## src/rtl/rot_seq.sv

```systemverilog
// Rotate sequencer: breaks an N-position rotate into N single-bit requests
// to an external rotate unit, handshaking on its busy flag with a timeout.
module rot_seq #(
  parameter int TIMEOUT = 15
) (
  input  logic       clk,
  input  logic       rst_n,
  input  logic       start,
  input  logic [7:0] din,
  input  logic       dir,
  input  logic [2:0] amt,
  output logic       busy,
  output logic       done,
  output logic [7:0] dout,
  output logic       err,
  output logic [7:0] rot_in,
  output logic [2:0] rot_cntrl,
  output logic [3:0] rot_ctr2,
  input  logic       rot_ctr,
  input  logic [7:0] rot_out
);

  // state   | meaning
  // IDLE    | waiting for start
  // ISSUE   | one-cycle request to the rotate unit
  // WAIT_HI | waiting for the rotate unit to raise busy
  // WAIT_LO | waiting for the rotate unit to drop busy
  // FINISH  | done pulse, dout valid

  typedef enum logic [2:0] {IDLE, ISSUE, WAIT_HI, WAIT_LO, FINISH} state_t;

  localparam logic [3:0] TMO_LAST = 4'(TIMEOUT - 1);

  state_t     state, state_nxt;
  logic [7:0] acc, acc_nxt;
  logic       dir_q, dir_nxt;
  logic [2:0] rem, rem_nxt;
  logic [3:0] wcnt, wcnt_nxt;
  logic       err_q, err_nxt;
  logic [7:0] dout_q, dout_nxt;

  always_ff @(posedge clk or negedge rst_n) begin
    if (!rst_n) begin
      state  <= IDLE;
      acc    <= 8'h00;
      dir_q  <= 1'b0;
      rem    <= 3'd0;
      wcnt   <= 4'd0;
      err_q  <= 1'b0;
      dout_q <= 8'h00;
    end else begin
      state  <= state_nxt;
      acc    <= acc_nxt;
      dir_q  <= dir_nxt;
      rem    <= rem_nxt;
      wcnt   <= wcnt_nxt;
      err_q  <= err_nxt;
      dout_q <= dout_nxt;
    end
  end

  // dout is loaded on the edge entering FINISH so it is valid alongside done.
  always_comb begin
    state_nxt = state;
    acc_nxt   = acc;
    dir_nxt   = dir_q;
    rem_nxt   = rem;
    wcnt_nxt  = wcnt;
    err_nxt   = err_q;
    dout_nxt  = dout_q;
    case (state)
      IDLE: begin
        if (start) begin
          acc_nxt = din;
          dir_nxt = dir;
          rem_nxt = amt;
          err_nxt = 1'b0;
          if (amt == 3'd0) begin
            dout_nxt  = din;
            state_nxt = FINISH;
          end else begin
            state_nxt = ISSUE;
          end
        end
      end
      ISSUE: begin
        wcnt_nxt  = 4'd0;
        state_nxt = WAIT_HI;
      end
      WAIT_HI: begin
        if (rot_ctr) begin
          acc_nxt   = rot_out;
          wcnt_nxt  = 4'd0;
          state_nxt = WAIT_LO;
        end else if (wcnt == TMO_LAST) begin
          err_nxt   = 1'b1;
          dout_nxt  = acc;
          state_nxt = FINISH;
        end else begin
          wcnt_nxt = wcnt + 4'd1;
        end
      end
      WAIT_LO: begin
        if (!rot_ctr) begin
          rem_nxt = rem - 3'd1;
          if (rem == 3'd1) begin
            dout_nxt  = acc;
            state_nxt = FINISH;
          end else begin
            state_nxt = ISSUE;
          end
        end else if (wcnt == TMO_LAST) begin
          err_nxt   = 1'b1;
          dout_nxt  = acc;
          state_nxt = FINISH;
        end else begin
          wcnt_nxt = wcnt + 4'd1;
        end
      end
      FINISH: begin
        state_nxt = IDLE;
      end
      default: begin
        state_nxt = IDLE;
      end
    endcase
  end

  // Request lines idle at "no request" outside ISSUE so a held unit never re-fires.
  always_comb begin
    rot_ctr2  = 4'b1111;
    rot_in    = 8'h00;
    rot_cntrl = 3'b000;
    if (state == ISSUE) begin
      rot_ctr2  = 4'b0000;
      rot_in    = acc;
      rot_cntrl = {2'b00, dir_q};
    end
  end

  assign busy = (state != IDLE);
  assign done = (state == FINISH);
  assign dout = dout_q;
  assign err  = err_q;

endmodule

```

## config.mk

```make
export PLATFORM = sky130hd
export DESIGN_NAME = rot_seq
export DESIGN_NICKNAME = d
export VERILOG_FILES = /design/src/rtl/rot_seq.sv
export SDC_FILE = /design/constraint.sdc
export NUM_CORES = 1
export LEC_CHECK = 0
export CAP_MARGIN = 25
export CORE_UTILIZATION = 56
export DETAILED_ROUTE_END_ITERATION = 8
export DONT_BUFFER_PORTS = 1
export GPL_ROUTABILITY_DRIVEN = 0
export HOLD_SLACK_MARGIN = 0.05
export PLACE_DENSITY = 0.74
export SYNTH_ARGS = -nofsm -noshare
export SYNTH_HDL_FRONTEND = slang
export SYNTH_SLANG_ARGS = --single-unit
```

## constraint.sdc

```tcl
create_clock -name clk -period 1.67 [get_ports clk]
set_input_delay 0.334 -clock clk [delete_from_list [all_inputs] [get_ports clk]]
set_output_delay 0.334 -clock clk [all_outputs]
set_load 0.05 [all_outputs]
```

Word-level counts from Yosys, hierarchy flattened
Index checks and enable logic that the tools add are counted.
{ "word_totals": {"reg_bits": 28} }
{ "op_classes": {"addsub": 2, "n_eq_ne": 13, "n_mux": 32, "n_reduce_logical": 13} }
{ "ops": {"columns": ["op", "n"], "rows": [
  ["$mux W8", 9],
  ["$mux W3", 8],
  ["$pmux W8 S3", 1],
  ["$mux W4", 4],
  ["$pmux W8 S2", 1],
  ["$ne A2 B2 Y1 const B", 6],
  ["$pmux W3 S4", 1],
  ["$pmux W4 S3", 1],
  ["$reduce_bool A3 Y1", 3],
  ["$eq A3 B1 Y1 const B", 2],
  ["$eq A3 B2 Y1 const B", 2],
  ["$logic_not A3 Y1", 2],
  ["$pmux W3 S2", 1],
  ["$reduce_and A3 Y1", 2],
  ["$mux W1", 5],
  ["$reduce_and A5 Y1", 1],
  ["$add A4 B1 Y4 const B", 1],
  ["$eq A4 B4 Y1 const B", 1],
  ["$reduce_and A2 Y1", 2],
  ["$reduce_and A4 Y1", 1],
  ["$reduce_bool A2 Y1", 2],
  ["$eq A3 B3 Y1 const B", 1],
  ["$ne A3 B3 Y1 const B", 1],
  ["$pmux W1 S3", 1],
  ["$sub A3 B1 Y3 const B", 1]
]} }

Logic depth before layout (Yosys ltp)
{ "logic_depth": {"depth_word": 4, "depth_mapped": 7} }

Worst setup path before layout
Ideal clock, no wire load.
{ "synth_timing": {"path_kind": "reg2out", "start": "register state[0]", "end": "output done", "arrival_ns": 1.813, "setup_slack_ns": -0.477, "path_stages_with_launch": 4, "cell_sequence": "dfrtp_1 buf_2 buf_2 nor3_1"} }
{ "synth_between": {"elab_chain_cells": 1} }
{ "synth_rtl": {"columns": ["element", "line", "text"], "rows": [
  ["start: declaration", "34", "state_t state, state_nxt;"],
  ["start signal: assignment", "52", "state <= state_nxt;"],
  ["$eq A3 B3 Y1", "142", "assign done = (state == FINISH);"],
  ["end: declaration", "13", "output logic done,"]
]} }
No other way between the ends.

Final worst setup path
{ "layout_timing": {"start": "register state[2]", "end": "output rot_ctr2[2]"} }
{ "layout_between": {"elab_chain_cells": 2} }
{ "layout_rtl": {"columns": ["element", "line", "text"], "rows": [
  ["$eq A3 B1 Y1", "134", "if (state == ISSUE) begin"],
  ["$mux W4", "134", null],
  ["end: declaration", "18", "output logic [3:0] rot_ctr2,"]
]} }
No other way between the ends.

==> impl_metrics.py <==
metrics = {
    "route": {
        "dr_wl_met3_um": 298,
        "ant_nets": 0,
        "vias": 1567,
        "route.met2.wl_um": 2430,
        "routedWlPerCell_um": 20.0,
        "routed.top_layer": "met4",
        "viasPerCell": 6.45,
        "route.detailed.drc": 2,
        "initialDrtViolationCount": 98,
        "drt_first_pass_iters": 8,
        "wl_um": 4860,
        "met1_length_um": 1990,
    },
    "pwr": {
        "power.density_mw_per_mm2": 2170,
        "seqPwrFrac_pct": 30.9,
        "power_frac_clock_pct": 9.1,
        "vdd_drop_max_v": 0.00123,
        "p_int_uw": 2570,
        "switching_power_uw": 2400,
        "swShare_pct": 48.3,
        "p_leak_uw": 0.00104,
        "combPwrFrac_pct": 60.0,
        "total_power_uw": 4980,
    },
    "timing": {
        "max_clock_freq_mhz": 557,
        "timing.slew.headroom_pct": 64.8,
        "post-route-min-period_ns": 1.80,
        "setup_ws_ns": -0.126,
        "rsz0062_at_grt": "yes",
        "skew_ns": 0.00479,
        "worst_pin_slew_ns": 0.528,
        "min_period_over_period_pct": 108,
        "drv_slew": 0,
        "finalSetupViolCount": 20,
        "hold_violations": 0,
    },
    "synth": {
        "synth-edff-count": 0,
        "async_flop_share_pct": 100,
        "avgSynthCellArea_um2": 9.32,
        "ys.warnings.count": 0,
        "ys_seq_area_share_pct": 40.6,
        "ys_types": 42,
        "syn_inst": 185,
        "syn_area_mm2": 0.00172,
        "ys_seq_elements": 28,
        "synth_ff_type": "dfrtp_1",
    },
    "global_route": {
        "grt_max_degree": 29,
        "overflow": 0,
        "grt_pass1_wl_um": 7390,
        "grt_antenna_before_repair": 0,
        "grt_pass1_vias": 1548,
        "grtUsageTotal_pct": 29.4,
    },
    "critical_path": {
        "rr_worst_depth": 5,
        "cp-startpoint": "state[2]",
        "cp.required_ns": 1.34,
        "r2r_end": "rem[1]",
        "critical_path_arrival_ns": 1.46,
        "worstSetupEndpointType": "primary output",
        "crit_end": "rot_ctr2[2]",
        "r2r_setup_slack_ns": -0.04,
        "critical_path_class": "reg2out",
        "crit_fanout": 10,
        "setup.worst_path.start_class": "register",
        "r2r-start": "state[1]",
    },
    "clocking": {
        "cts-buffers-inserted": 3,
        "cts-root-buf": "clkbuf_4",
        "cts_tree": "built",
        "cts_buffer_depth": 2,
        "cts_htree_levels": 1,
        "numClockSinks": 28,
        "clk_latency_ns": 0.34,
        "clkTransAtPathRegs_ns": 0.15,
    },
    "outcome": {
        "violations": "design-rule violations, negative setup slack",
        "status": "finished with violations",
    },
    "floorplan": {
        "die_area_mm2": 0.00330,
        "rows": 19,
        "coreArea_mm2": 0.00283,
        "die_w_um": 57.5,
        "io_pins": 50,
        "start_util_pct": 60.9,
        "dieHeight_um": 57.5,
    },
    "place": {
        "post-place-ws_ns": 0.00640,
        "portBuffers": 0,
        "dp_hpwl_um": 3070,
    },
    "layout": {
        "antenna_cells": 0,
        "nets": 241,
        "layout_commonest_cell": "dfrtp_1",
        "drive_above_1_share_pct": 33.0,
        "area_growth_pct": 32.7,
        "layout_common_cells": "dfrtp_1, buf_4, o21ai_0, a22o_1, nand2_1",
    },
    "run": {
        "cap_violations": 0,
    },
    "worst_hold_path": {
        "hp-class": "in2reg",
    },
}
how the worst min path moves through the flow:
stage,start,end,slack [ns],cells after the start
3_3_place_gp,rst_n,wcnt[1],0.04,0
2_1_floorplan,rst_n,acc[0],0.04,0
6_report,rot_ctr,state[0],0.12,2
4_1_cts,rot_ctr,state[0],0.11,2
5_1_grt,dir,dir_q,0.12,1
3_5_place_dp,rst_n,wcnt[1],0.04,0
cells by family (layout without fill, tap and decap cells):
family / count (synthesis) / count (layout) / share of synthesized area, %
and+or+nand+nor: 59 / 60 / 19.4
AOI/OAI and AO/OA: 56 / 56 / 22.7
adders and majority gates: 4 / 4 / 2.90
muxes: 11 / 11 / 6.53
DFF: 28 / 28 / 40.6
other: 1 / 2 / 0.217
buffers and inverters: 26 / 51 / 7.62
final cells by class:
type                    count  area [µm²]
clock buffers               3        22.5
clock inverters             1        30.0
fillers                   176         541
inverters                  10        41.3
multi-input cells         133        1000
flip-flops and latches     28         702
well taps                  31        38.8
repair buffers             37         454
synthesized netlist by cell type, types with 4 or more instances:
library cell / instances / area, µm²
a21oi_1: 4 / 20.0
a22o_1: 16 / 140
nor2_1: 5 / 18.8
and2_1: 10 / 62.6
ha_1: 4 / 50.1
nand2b_1: 4 / 25.0
nand3_1: 4 / 20.0
nor3_1: 6 / 30.0
a21o_1: 4 / 30.0
mux2i_1: 9 / 90.1
inv_1: 10 / 37.5
o21ai_0: 18 / 90.1
clkbuf_1: 4 / 15.0
buf_2: 6 / 30.0
dfrtp_1: 28 / 701
nand2_1: 15 / 56.3
buf_4: 5 / 37.5
critical path, stage by stage (launching register included):
cell	delay (ns)
dfrtp_1	0.43
inv_2	0.07
and3_4	0.19
buf_12	0.13
clkinvlp_4	0.10
buf_12	0.21
registers in the layout, summed over array words and instances, names as in the netlist:
| register | cells |
|---|---|
| wcnt | 4 |
| err | 1 |
| dout | 8 |
| rem | 3 |
| acc | 8 |
| dir_q | 1 |
| state | 3 |
metrics by stage:
stage	utilization (%)	TNS, ns	cell area (µm²)	instances	hold slack, ns
after global routing	80.9	-3.09	2290	243	0.125
after floorplan	-	-0.434	1770	186	0.0384
final	80.9	-1.61	2290	243	0.123
after global placement	71.4	0	2020	226	0.0391
after detailed placement	71.4	0	2020	226	0.0391
after CTS	78.9	-1.48	2230	239	0.113
per-layer routing:
layer	vias up	global-route usage, %
met5	-	0
met4	0	11.8
met3	16	4.54
met2	74	49.3
met1	760	37.9
li1	717	-
power groups by stage:
| stage | logic (µW) | clock network (µW) | registers, µW |
|---|---|---|---|
| final | 2980 | 452 | 1540 |
| after global routing | 3170 | 477 | 1580 |
| after CTS | 2750 | 465 | 1520 |
| after detailed placement | 2430 | 0 | 1550 |
| after global placement | 2340 | 0 | 1530 |
| after floorplan | 1790 | 0 | 1480 |
what timing repair did:
action                                  CTS  global route
endpoints found under the setup margin   20            36
hold endpoints to repair                 28             0
cloned                                    0             1
pin swaps                                 9             4
setup buffers                             7             3
hold buffers                              2             0
gates resized for setup                  25             6
No activity file was read; power rests on OpenSTA's default activity.
